File: src/rtl/writeback.sv
// writeback: final pipeline stage. Turns up to two register writes per
// instruction into a stream of single register-file writes, redirects
// writes to r15 onto jmp/jmppc, and owns the architectural CPSR/SPSR.
// Optional feature: define WRITEBACK_SPSR_EN to build the SPSR register;
// otherwise spsr reads as constant 0 and the SPSR inputs are ignored.
//
// Stall handshake: outstall is combinational from state and current
// inputs. While outstall=1 the upstream stage keeps presenting the same
// instruction on the next cycle. That repeated copy arrives in WB_SECOND
// and is dropped, because its writes are already held or issued.
module writeback (
    input  logic        clk,
    input  logic        Nrst,
    input  logic        inbubble,
    input  logic [31:0] inpc,
    input  logic        wr1_en,
    input  logic [3:0]  wr1_num,
    input  logic [31:0] wr1_data,
    input  logic        wr2_en,
    input  logic [3:0]  wr2_num,
    input  logic [31:0] wr2_data,
    input  logic        cpsr_wr,
    input  logic [31:0] cpsr_data,
    input  logic        spsr_wr,
    input  logic [31:0] spsr_data,
    output logic        outstall,
    output logic        rf_we,
    output logic [3:0]  rf_num,
    output logic [31:0] rf_data,
    output logic [31:0] cpsr,
    output logic [31:0] spsr,
    output logic        jmp,
    output logic [31:0] jmppc
);

    typedef enum logic {
        WB_IDLE   = 1'b0,
        WB_SECOND = 1'b1
    } wb_state_t;

    localparam logic [3:0]  PC_REG     = 4'd15;
    localparam logic [31:0] CPSR_RESET = 32'h0000_00D3;

    wb_state_t   r_state;
    wb_state_t   w_next_state;
    logic [3:0]  r_hold_num;
    logic [31:0] r_hold_data;
    logic        r_rf_we;
    logic [3:0]  r_rf_num;
    logic [31:0] r_rf_data;
    logic        r_jmp;
    logic [31:0] r_jmppc;
    logic [31:0] r_cpsr;

    logic        w_valid;
    logic        w_issue;
    logic [3:0]  w_issue_num;
    logic [31:0] w_issue_data;
    logic        w_hold_load;
    logic        w_stall;
    logic        w_issue_pc;

    // A new instruction is only accepted in WB_IDLE.
    assign w_valid    = (r_state == WB_IDLE) && !inbubble;
    assign w_issue_pc = (w_issue_num == PC_REG);

    // Next-state and write selection: pick the write issued at the coming
    // edge, decide whether wr1 must be parked, and raise the stall.
    always_comb begin
        w_next_state = r_state;
        w_issue      = 1'b0;
        w_issue_num  = r_hold_num;
        w_issue_data = r_hold_data;
        w_hold_load  = 1'b0;
        w_stall      = 1'b0;
        case (r_state)
            WB_IDLE: begin
                if (!inbubble) begin
                    if (wr1_en && wr2_en && (wr1_num != wr2_num)) begin
                        // Base writeback goes first, load/ALU result is parked.
                        w_issue      = 1'b1;
                        w_issue_num  = wr2_num;
                        w_issue_data = wr2_data;
                        w_hold_load  = 1'b1;
                        w_stall      = 1'b1;
                        w_next_state = WB_SECOND;
                    end else if (wr1_en) begin
                        // Covers the same-register dual case: wr1 wins.
                        w_issue      = 1'b1;
                        w_issue_num  = wr1_num;
                        w_issue_data = wr1_data;
                    end else if (wr2_en) begin
                        w_issue      = 1'b1;
                        w_issue_num  = wr2_num;
                        w_issue_data = wr2_data;
                    end
                end
            end
            WB_SECOND: begin
                // Drain the parked wr1; the repeated inputs are ignored.
                w_issue      = 1'b1;
                w_issue_num  = r_hold_num;
                w_issue_data = r_hold_data;
                w_next_state = WB_IDLE;
            end
            default: begin
                w_next_state = WB_IDLE;
            end
        endcase
    end

    // Stall is forced low while reset is asserted.
    assign outstall = w_stall && Nrst;

    // State register.
    always_ff @(posedge clk or negedge Nrst) begin
        if (!Nrst) begin
            r_state <= WB_IDLE;
        end else begin
            r_state <= w_next_state;
        end
    end

    // Hold register for the deferred wr1 of a dual write.
    always_ff @(posedge clk or negedge Nrst) begin
        if (!Nrst) begin
            r_hold_num  <= 4'd0;
            r_hold_data <= 32'd0;
        end else if (w_hold_load) begin
            r_hold_num  <= wr1_num;
            r_hold_data <= wr1_data;
        end
    end

    // Register-file port: one write per cycle, never for r15.
    always_ff @(posedge clk or negedge Nrst) begin
        if (!Nrst) begin
            r_rf_we   <= 1'b0;
            r_rf_num  <= 4'd0;
            r_rf_data <= 32'd0;
        end else if (w_issue && !w_issue_pc) begin
            r_rf_we   <= 1'b1;
            r_rf_num  <= w_issue_num;
            r_rf_data <= w_issue_data;
        end else begin
            r_rf_we   <= 1'b0;
        end
    end

    // Redirect pulse: a write to r15 becomes a one-cycle jump.
    always_ff @(posedge clk or negedge Nrst) begin
        if (!Nrst) begin
            r_jmp   <= 1'b0;
            r_jmppc <= 32'd0;
        end else if (w_issue && w_issue_pc) begin
            r_jmp   <= 1'b1;
            r_jmppc <= w_issue_data;
        end else begin
            r_jmp   <= 1'b0;
        end
    end

    // CPSR updates once, on the accepting WB_IDLE cycle only.
    always_ff @(posedge clk or negedge Nrst) begin
        if (!Nrst) begin
            r_cpsr <= CPSR_RESET;
        end else if (w_valid && cpsr_wr) begin
            r_cpsr <= cpsr_data;
        end
    end

`ifdef WRITEBACK_SPSR_EN
    logic [31:0] r_spsr;
    logic        w_unused;

    // SPSR updates under the same rule as CPSR.
    always_ff @(posedge clk or negedge Nrst) begin
        if (!Nrst) begin
            r_spsr <= 32'd0;
        end else if (w_valid && spsr_wr) begin
            r_spsr <= spsr_data;
        end
    end

    assign spsr     = r_spsr;
    assign w_unused = ^inpc;
`else
    logic w_unused;

    assign spsr     = 32'd0;
    assign w_unused = ^{inpc, spsr_wr, spsr_data};
`endif

    assign rf_we   = r_rf_we;
    assign rf_num  = r_rf_num;
    assign rf_data = r_rf_data;
    assign jmp     = r_jmp;
    assign jmppc   = r_jmppc;
    assign cpsr    = r_cpsr;

endmodule

File: config.mk
export PLATFORM = sky130hd
export DESIGN_NAME = writeback
export DESIGN_NICKNAME = d
export VERILOG_FILES = /design/src/rtl/writeback.sv
export SDC_FILE = /design/constraint.sdc
export NUM_CORES = 1
export LEC_CHECK = 0
export ABC_AREA = 1
export ABC_CLOCK_PERIOD_IN_PS = 2650
export BUFFER_PORTS_ARGS = -buffer_cell sky130_fd_sc_hd__buf_2
export CORE_ASPECT_RATIO = 0.75
export CORE_MARGIN = 10
export CORE_UTILIZATION = 47
export DETAILED_ROUTE_END_ITERATION = 7
export GPL_TIMING_DRIVEN = 0
export PLACE_DENSITY = 0.81
export SLEW_MARGIN = 30
export SYNTH_ARGS = -nofsm -noshare
export SYNTH_HDL_FRONTEND = slang
export SYNTH_SLANG_ARGS = --single-unit
File: constraint.sdc
create_clock -name clk -period 2.65 [get_ports clk]
set_clock_uncertainty 0.05 [all_clocks]
set_input_delay 0.6625 -clock clk [delete_from_list [all_inputs] [get_ports clk]]
set_output_delay 0.6625 -clock clk [all_outputs]
set_load 0.02 [all_outputs]
* After elaboration in Yosys (flattened, before gate mapping)
Index checks and enable logic that the tools add are counted.
** Cells by class
- Equal/unequal tests :: 2
- Multiplexer cells :: 21
- Bitwise operators :: 1
- Reduce and logical (&&, ||, !) cells :: 9
** Operators with widths (count)
- two-way mux 32 bit :: 4
- one-hot mux 32 bit (2 select lines) :: 1
- two-way mux 4 bit :: 4
- two-way mux 1 bit :: 9
- one-hot mux 4 bit (2 select lines) :: 1
- logical AND 1 bit :: 7
- equality test 4 bit (second input constant) :: 1
- inequality test 4 bit :: 1
- one-hot mux 1 bit (2 select lines) :: 2
- zero test 1 bit :: 2
- NOT 1 bit :: 1
** Word-level totals
- Bits in registers :: 139
- Bits of input ports :: 175
- Output and inout bits :: 135
- Logic and storage cells :: 42

* Logic depth before layout (Yosys ltp)
Gate-level depths: netlist (run 1).
- Word-level depth :: 9
- Mapped depth :: 15
- Gate-level depth less buffers :: 14

* Least setup slack after synthesis (run 1)
No wires, ideal clock.
- Path type :: input port to output port
- From :: in wr2_en
- To :: out outstall
- Data arrival time :: 1.838 ns
- Data required time :: 1.938 ns
- Path slack :: 0.099 ns
- Cell stages on the path :: 8
- Buffers on the path :: 2
- Cell sequence :: buf_2 nand2_1 inv_2 nand2_4 nor2_2 inv_1 clkbuf_1 nor2_1
** Between the ends
- Word-level cells in the longest chain between the ends :: 6
** Ends and longest elaborated chain
- from (decl) :: line 19 : input logic wr2_en,
- logical AND 1 bit (2 in series) :: line 79 : if (wr1_en && wr2_en && (wr1_num != wr2_num)) begin
- two-way mux 1 bit :: line 79
- two-way mux 1 bit :: line 78 : if (!inbubble) begin
- two-way mux 1 bit :: line 76 : case (r_state)
- logical AND 1 bit :: line 113 : assign outstall = w_stall && Nrst;
- to (decl) :: line 26 : output logic outstall,
No other way between the ends.

* Final worst setup path (run 1)
- From :: in wr2_num[1]
- To :: out outstall
** Between the ends
- Word-level cells in the longest chain between the ends :: 6
** Ends and longest elaborated chain
- from (decl) :: line 20 : input logic [3:0] wr2_num,
- inequality test 4 bit :: line 79
- logical AND 1 bit :: line 79
- two-way mux 1 bit :: line 79
- two-way mux 1 bit :: line 78
- two-way mux 1 bit :: line 76
- logical AND 1 bit :: line 113
No other way between the ends.

==> impl_metrics.ini, run 1 <==
[critical_path]
endpoint_kind = output pin
cp-start-kind = input port
path_class = input port to output pin
r2r_start = r_state
r2r_end = jmppc[8]
cp_max_fo = 10
reg2reg_depth = 10
cp_data_required_time_ns = 1.94
rrSetupSlack_ns = 0.28
cp.arrival_ns = 1.84

[synthesis]
synthArstFlopShare_pct = 100
synth-edff-count = 0
post-synth-top-count-cell = nand2_1
ys.warnings.count = 0
yosysTopAreaCell = dfrtp_1
synth_commonest_cells = nand2_1 (207), dfrtp_1 (134), nand3_1 (102)
synth_ff_type = dfrtp_1
yosysUniqueCellTypes = 23
avgSynthCellArea_um2 = 8.51
ys_seq_elements = 139
synth_top_area_share_pct = 50.6
synth_cells = 779
ys_seq_area_share_pct = 52.6
synth_area_um2 = 6630
synthTopCellsByArea = dfrtp_1 (51%), nand2_1 (12%), nand3_1 (7.7%)

[floorplanning]
core-area_um2 = 13700
io_pins = 310
die-area_um2 = 19300
start_util_pct = 48.2
fp.dieH_um = 123
die_w_um = 157
num_rows = 37

[sta]
layout_worst_path_cycle_share_pct = 96.2
hold-worst-slack_ns = 0.0891
tightest_slew_ns = 0.577
hold_viol = 0
slew_headroom_pct = 61.5
drv_slew = 0
setup_viol = 0
rsz0062_at_grt = no
timing.fmax_mhz = 392
period_needed_ns = 2.55

[finish]
finalNetCount = 1216
area_growth_pct = 31.3
n_antenna_cell = 0
seqCellArea_um2 = 3480
multi_input_area_um2 = 2610
n_fill_cell = 1163
drive_gt1_share_pct = 33.2

[clock_tree]
cts_htree_levels = 4
clkTransAtPathRegs_ns = 0.07
numCtsBuffers = 17
cts_tree = built
root_buffer = clkbuf_16
insertion_delay_ns = 0.43
clk_path_buf_depth = 2
clock-sinks = 139

[placement]
dp.final_hpwl_mm = 15.9
gp_congestion = 0.894
portBuffers = 210

[global_route]
antenna_found_initial = 1
grt_busiest_layer = met2
use_met2_pct = 34.7
grt_pass1_vias = 6132
grt_use_met1_pct = 27.7
grt.total_usage_pct = 21.4
grt_overflow = 0
grt_pass1_wl_mm = 32.6
grt_use_met3_pct = 6.47
grt_max_degree = 72

[pwr]
p_sw_share_pct = 34.2
seqPwrFrac_pct = 38.7
p_total_uw = 7450
pwr-share-comb_pct = 27.2
p_leak_uw = 0.00483
p_switching_uw = 2550
intPower_uw = 4900
power_density_nw_per_um2 = 856
clockPowerShare_pct = 34.1
ir_worst_vdd_mv = 0.506

[routing]
drc = 0
drt-pass1-iter-count = 5
postRouteAntennaNets = 0
drt_iter0_drc = 389
post_drt_wl_per_cell_um = 17.4
routed_wirelength_mm = 21.3
vias = 6193
vias_per_cell = 5.04

[worst_hold_path]
min_path_type = input port to async pin

[job]
cap_violations = 0

[run_status]
outcome = completed
[through the flow]
stage          instances  setup slack [ns]  util [%]  instance area [um^2]  TNS [ns]
3_5_place_dp        1196            -0.404      58.6                  8050     -3.49
6_report            1229             0.101      63.3                  8700         0
4_1_cts             1229            0.0451      63.2                  8700         0
2_1_floorplan        810            0.0993         -                  6740         0
5_1_grt             1229            0.0191      63.3                  8700         0
3_3_place_gp        1195             -1.54      58.3                  8010   -150.55
[per-layer routing]
metal	share of wire (%)	wire [um]
met1	41	8800
met2	48	10300
met3	9.5	2030
met4	0.91	194
met5	0.084	18
[registers in the layout, indices dropped and copies added, names as in the netlist, 4 cells and up]
register     count
cpsr            32
jmppc           32
r_hold_data     32
r_hold_num       4
rf_data         32
rf_num           4
[critical path: stages]
cell	delay, ns
buf_2	0.10
inv_1	0.08
nand2_1	0.06
nand2_1	0.09
nor2_2	0.06
nand2_4	0.11
nand2_4	0.13
nor2_4	0.16
clkinvlp_4	0.12
nor2_1	0.09
buf_2	0.17
[power groups by stage]
stage	Sequential [uW]	Clock, uW	Combinational (uW)
after global routing	2940	2650	2230
after CTS	2880	2560	2040
after global placement	2880	0	1980
after floorplan	3350	0	782
after detailed placement	2900	0	2030
final	2880	2540	2020
[kinds of logic after synthesis]
kind of cell,count (synthesis),share of synthesized area [%]
buffers and inverters,129,9.84
AND/OR/NAND/NOR,368,23.6
other,1,0.0566
AO/OA/AOI/OAI,110,8.53
flip-flops,139,52.6
multiplexers,32,5.44
[how the worst max path moves through the flow]
stage / to / from / slack, ns
floorplan: outstall / wr2_en / 0.1
detailed placement: outstall / wr2_num[1] / -0.40
global placement: outstall / Nrst / -1.54
global route: outstall / wr2_num[1] / 0.02
CTS: outstall / Nrst / 0.05
finish: outstall / wr2_num[1] / 0.10
[cells in the final DEF, fill, tap and decap left out, types with 4 or more instances in the layout]
cell type / count
dfstp_2: 5
clkbuf_16: 17
nand2_4: 4
nand3_1: 102
mux2_2: 32
conb_1: 32
nand2_1: 207
nor2_1: 48
bufinv_16: 4
clkbuf_1: 23
dfrtp_1: 134
o21ai_0: 72
buf_1: 4
buf_4: 35
buf_2: 226
inv_1: 45
a21oi_1: 36
[area by class of cell]
| class | count | area share (%) |
|---|---|---|
| multi-input combinational | 542 | 30.0 |
| timing repair buffer | 213 | 12.7 |
| sequential | 139 | 40.0 |
| inverter | 50 | 2.20 |
| tap | 175 | 2.52 |
| clock inverter | 13 | 2.20 |
| clock buffer | 19 | 4.98 |
| buffer | 78 | 5.29 |
[timing repair]
| item | CTS | global route |
|---|---|---|
| setup endpoints to repair | 1 | 1 |
| gates resized for setup | 2 | 1 |
| pin swaps | 1 | 0 |
| setup buffers | 2 | 0 |
| hold buffers | 0 | 0 |
(Power assumes the default switching activity.)
==> run 2, diff against run 1 <==
Settings changed: GPL_ROUTABILITY_DRIVEN set to 0, SETUP_SLACK_MARGIN set to 0.15.
==> impl_metrics.ini, run 2 (synthesized netlist as in run 1, its figures left out) <==
[run_status]
outcome = completed

[critical_path]
cp.arrival_ns = 1.73
r2r_end = jmppc[25]
endpoint_kind = output pin
cp-start-kind = input port
cp_data_required_time_ns = 1.94
r2r_start = r_state
path_class = input port to output pin
cp_max_fo = 5
rrSetupSlack_ns = 0.40
reg2reg_depth = 8

[sta]
drv_slew = 0
hold-worst-slack_ns = 0.185
rsz0062_at_grt = no
hold_viol = 0
slew_headroom_pct = 59.9
layout_worst_path_cycle_share_pct = 92.3
tightest_slew_ns = 0.601
period_needed_ns = 2.44
setup_viol = 0
fin_tns_setup_ns = 0
timing.fmax_mhz = 409

[routing]
postRouteAntennaNets = 0
drt-pass1-iter-count = 5
vias = 6357
drc = 0
post_drt_wl_per_cell_um = 17.4
routed_wirelength_mm = 21.5
vias_per_cell = 5.16
drt_iter0_drc = 430

[floorplanning]
die_w_um = 157
fp.dieH_um = 123
die-area_um2 = 19300
io_pins = 310
core-area_um2 = 13700
num_rows = 37
start_util_pct = 48.2

[placement]
portBuffers = 210
dp.final_hpwl_mm = 16.0
postPlaceCellArea_um2 = 8050

[clock_tree]
clk_path_buf_depth = 2
clock-sinks = 139
clkTransAtPathRegs_ns = 0.06
cts_tree = built
root_buffer = clkbuf_16
numCtsBuffers = 17
insertion_delay_ns = 0.41
cts_htree_levels = 4
holdBufCountCts = 0

[pwr]
p_total_uw = 7260
p_leak_uw = 0.00483
power_density_nw_per_um2 = 833
ir_worst_vdd_mv = 0.517

[global_route]
grt_pass1_vias = 6293
grt.total_usage_pct = 21.6
antenna_found_initial = 0
grt_max_degree = 78
grt_pass1_wl_mm = 33.2
grt_overflow = 0

[finish]
n_antenna_cell = 0
finalInstanceArea_um2 = 8720
final_util_pct = 63.4
drive_gt1_share_pct = 34.2
final_common_cell = buf_2
finalNetCount = 1220
area_growth_pct = 31.5
n_fill_cell = 1198
final_cell_mix = buf_2 (224), nand2_1 (207), dfrtp_1 (134), nand3_1 (102), o21ai_0 (72)

[job]
cap_violations = 0

[worst_hold_path]
min_path_type = input port to async pin
## run 2: cell types whose count changed in the layout (fill, tap and decap cells not counted), moves of 3 or more
cell / previous run / this run
clkbuf_1: 23 / 19
buf_4: 35 / 38
bufinv_16: 4 / 1
clkbuf_8: 0 / 3
inv_1: 45 / 42
inv_2: 3 / 6
## run 2: metal layers
metal / up-vias / wire, um / GRT usage, %
met1: 3057 / 9190 / 28.2
met3: 18 / 1710 / 5.14
met2: 295 / 10400 / 35.4
li1: 2987 / - / -
met5: - / 0 / 0
met4: 0 / 195 / 6.35
## run 2: critical path, stage by stage
cell	delay, ns
buf_2	0.10
inv_1	0.09
nand2_1	0.05
nand2_1	0.07
nor2_2	0.05
nand2_4	0.09
nand2_8	0.07
nor2_4	0.11
inv_4	0.06
clkbuf_8	0.13
nor2_2	0.10
buf_6	0.13
## run 2: worst max-delay path by stage
| stage | from | end | slack (ns) | cells after the start |
|---|---|---|---|---|
| global placement | Nrst | outstall | -1.61 | 4 |
| floorplan | wr2_en | outstall | 0.18 | 8 |
| finish | wr2_num[2] | outstall | 0.21 | 12 |
| global route | wr1_num[1] | outstall | 0.12 | 12 |
| CTS | r_state | jmppc[17] | 0.17 | 10 |
| detailed placement | wr2_num[1] | outstall | -0.37 | 12 |
## run 2: area by class of cell
cell class / count / area [um^2] / area share, %
flip-flops and latches: 139 / 3480 / 40.0
multi-input cells: 542 / 2620 / 30.1
repair buffers: 216 / 1130 / 13.0
plain buffers: 79 / 479 / 5.50
clock buffers: 19 / 453 / 5.20
well taps: 175 / 219 / 2.51
inverters: 50 / 190 / 2.18
clock inverters: 13 / 134 / 1.54
## run 2: timing repair
| action | CTS | global route |
|---|---|---|
| buffers inserted | 3 | 2 |
| gates resized for setup | 7 | 10 |
| setup endpoints to repair | 1 | 31 |
| pin swaps | 3 | 3 |
## run 2: where the power goes
part	internal (uW)	switching, uW	total (uW)
Combinational	703	1330	2040
Sequential	2610	268	2880
Clock	1370	974	2340
## run 2: through the flow
stage	cells	setup slack, ns
finish	1233	0.205
floorplan	810	0.180
detailed placement	1196	-0.371
global route	1233	0.123
global placement	1195	-1.61
CTS	1231	0.172
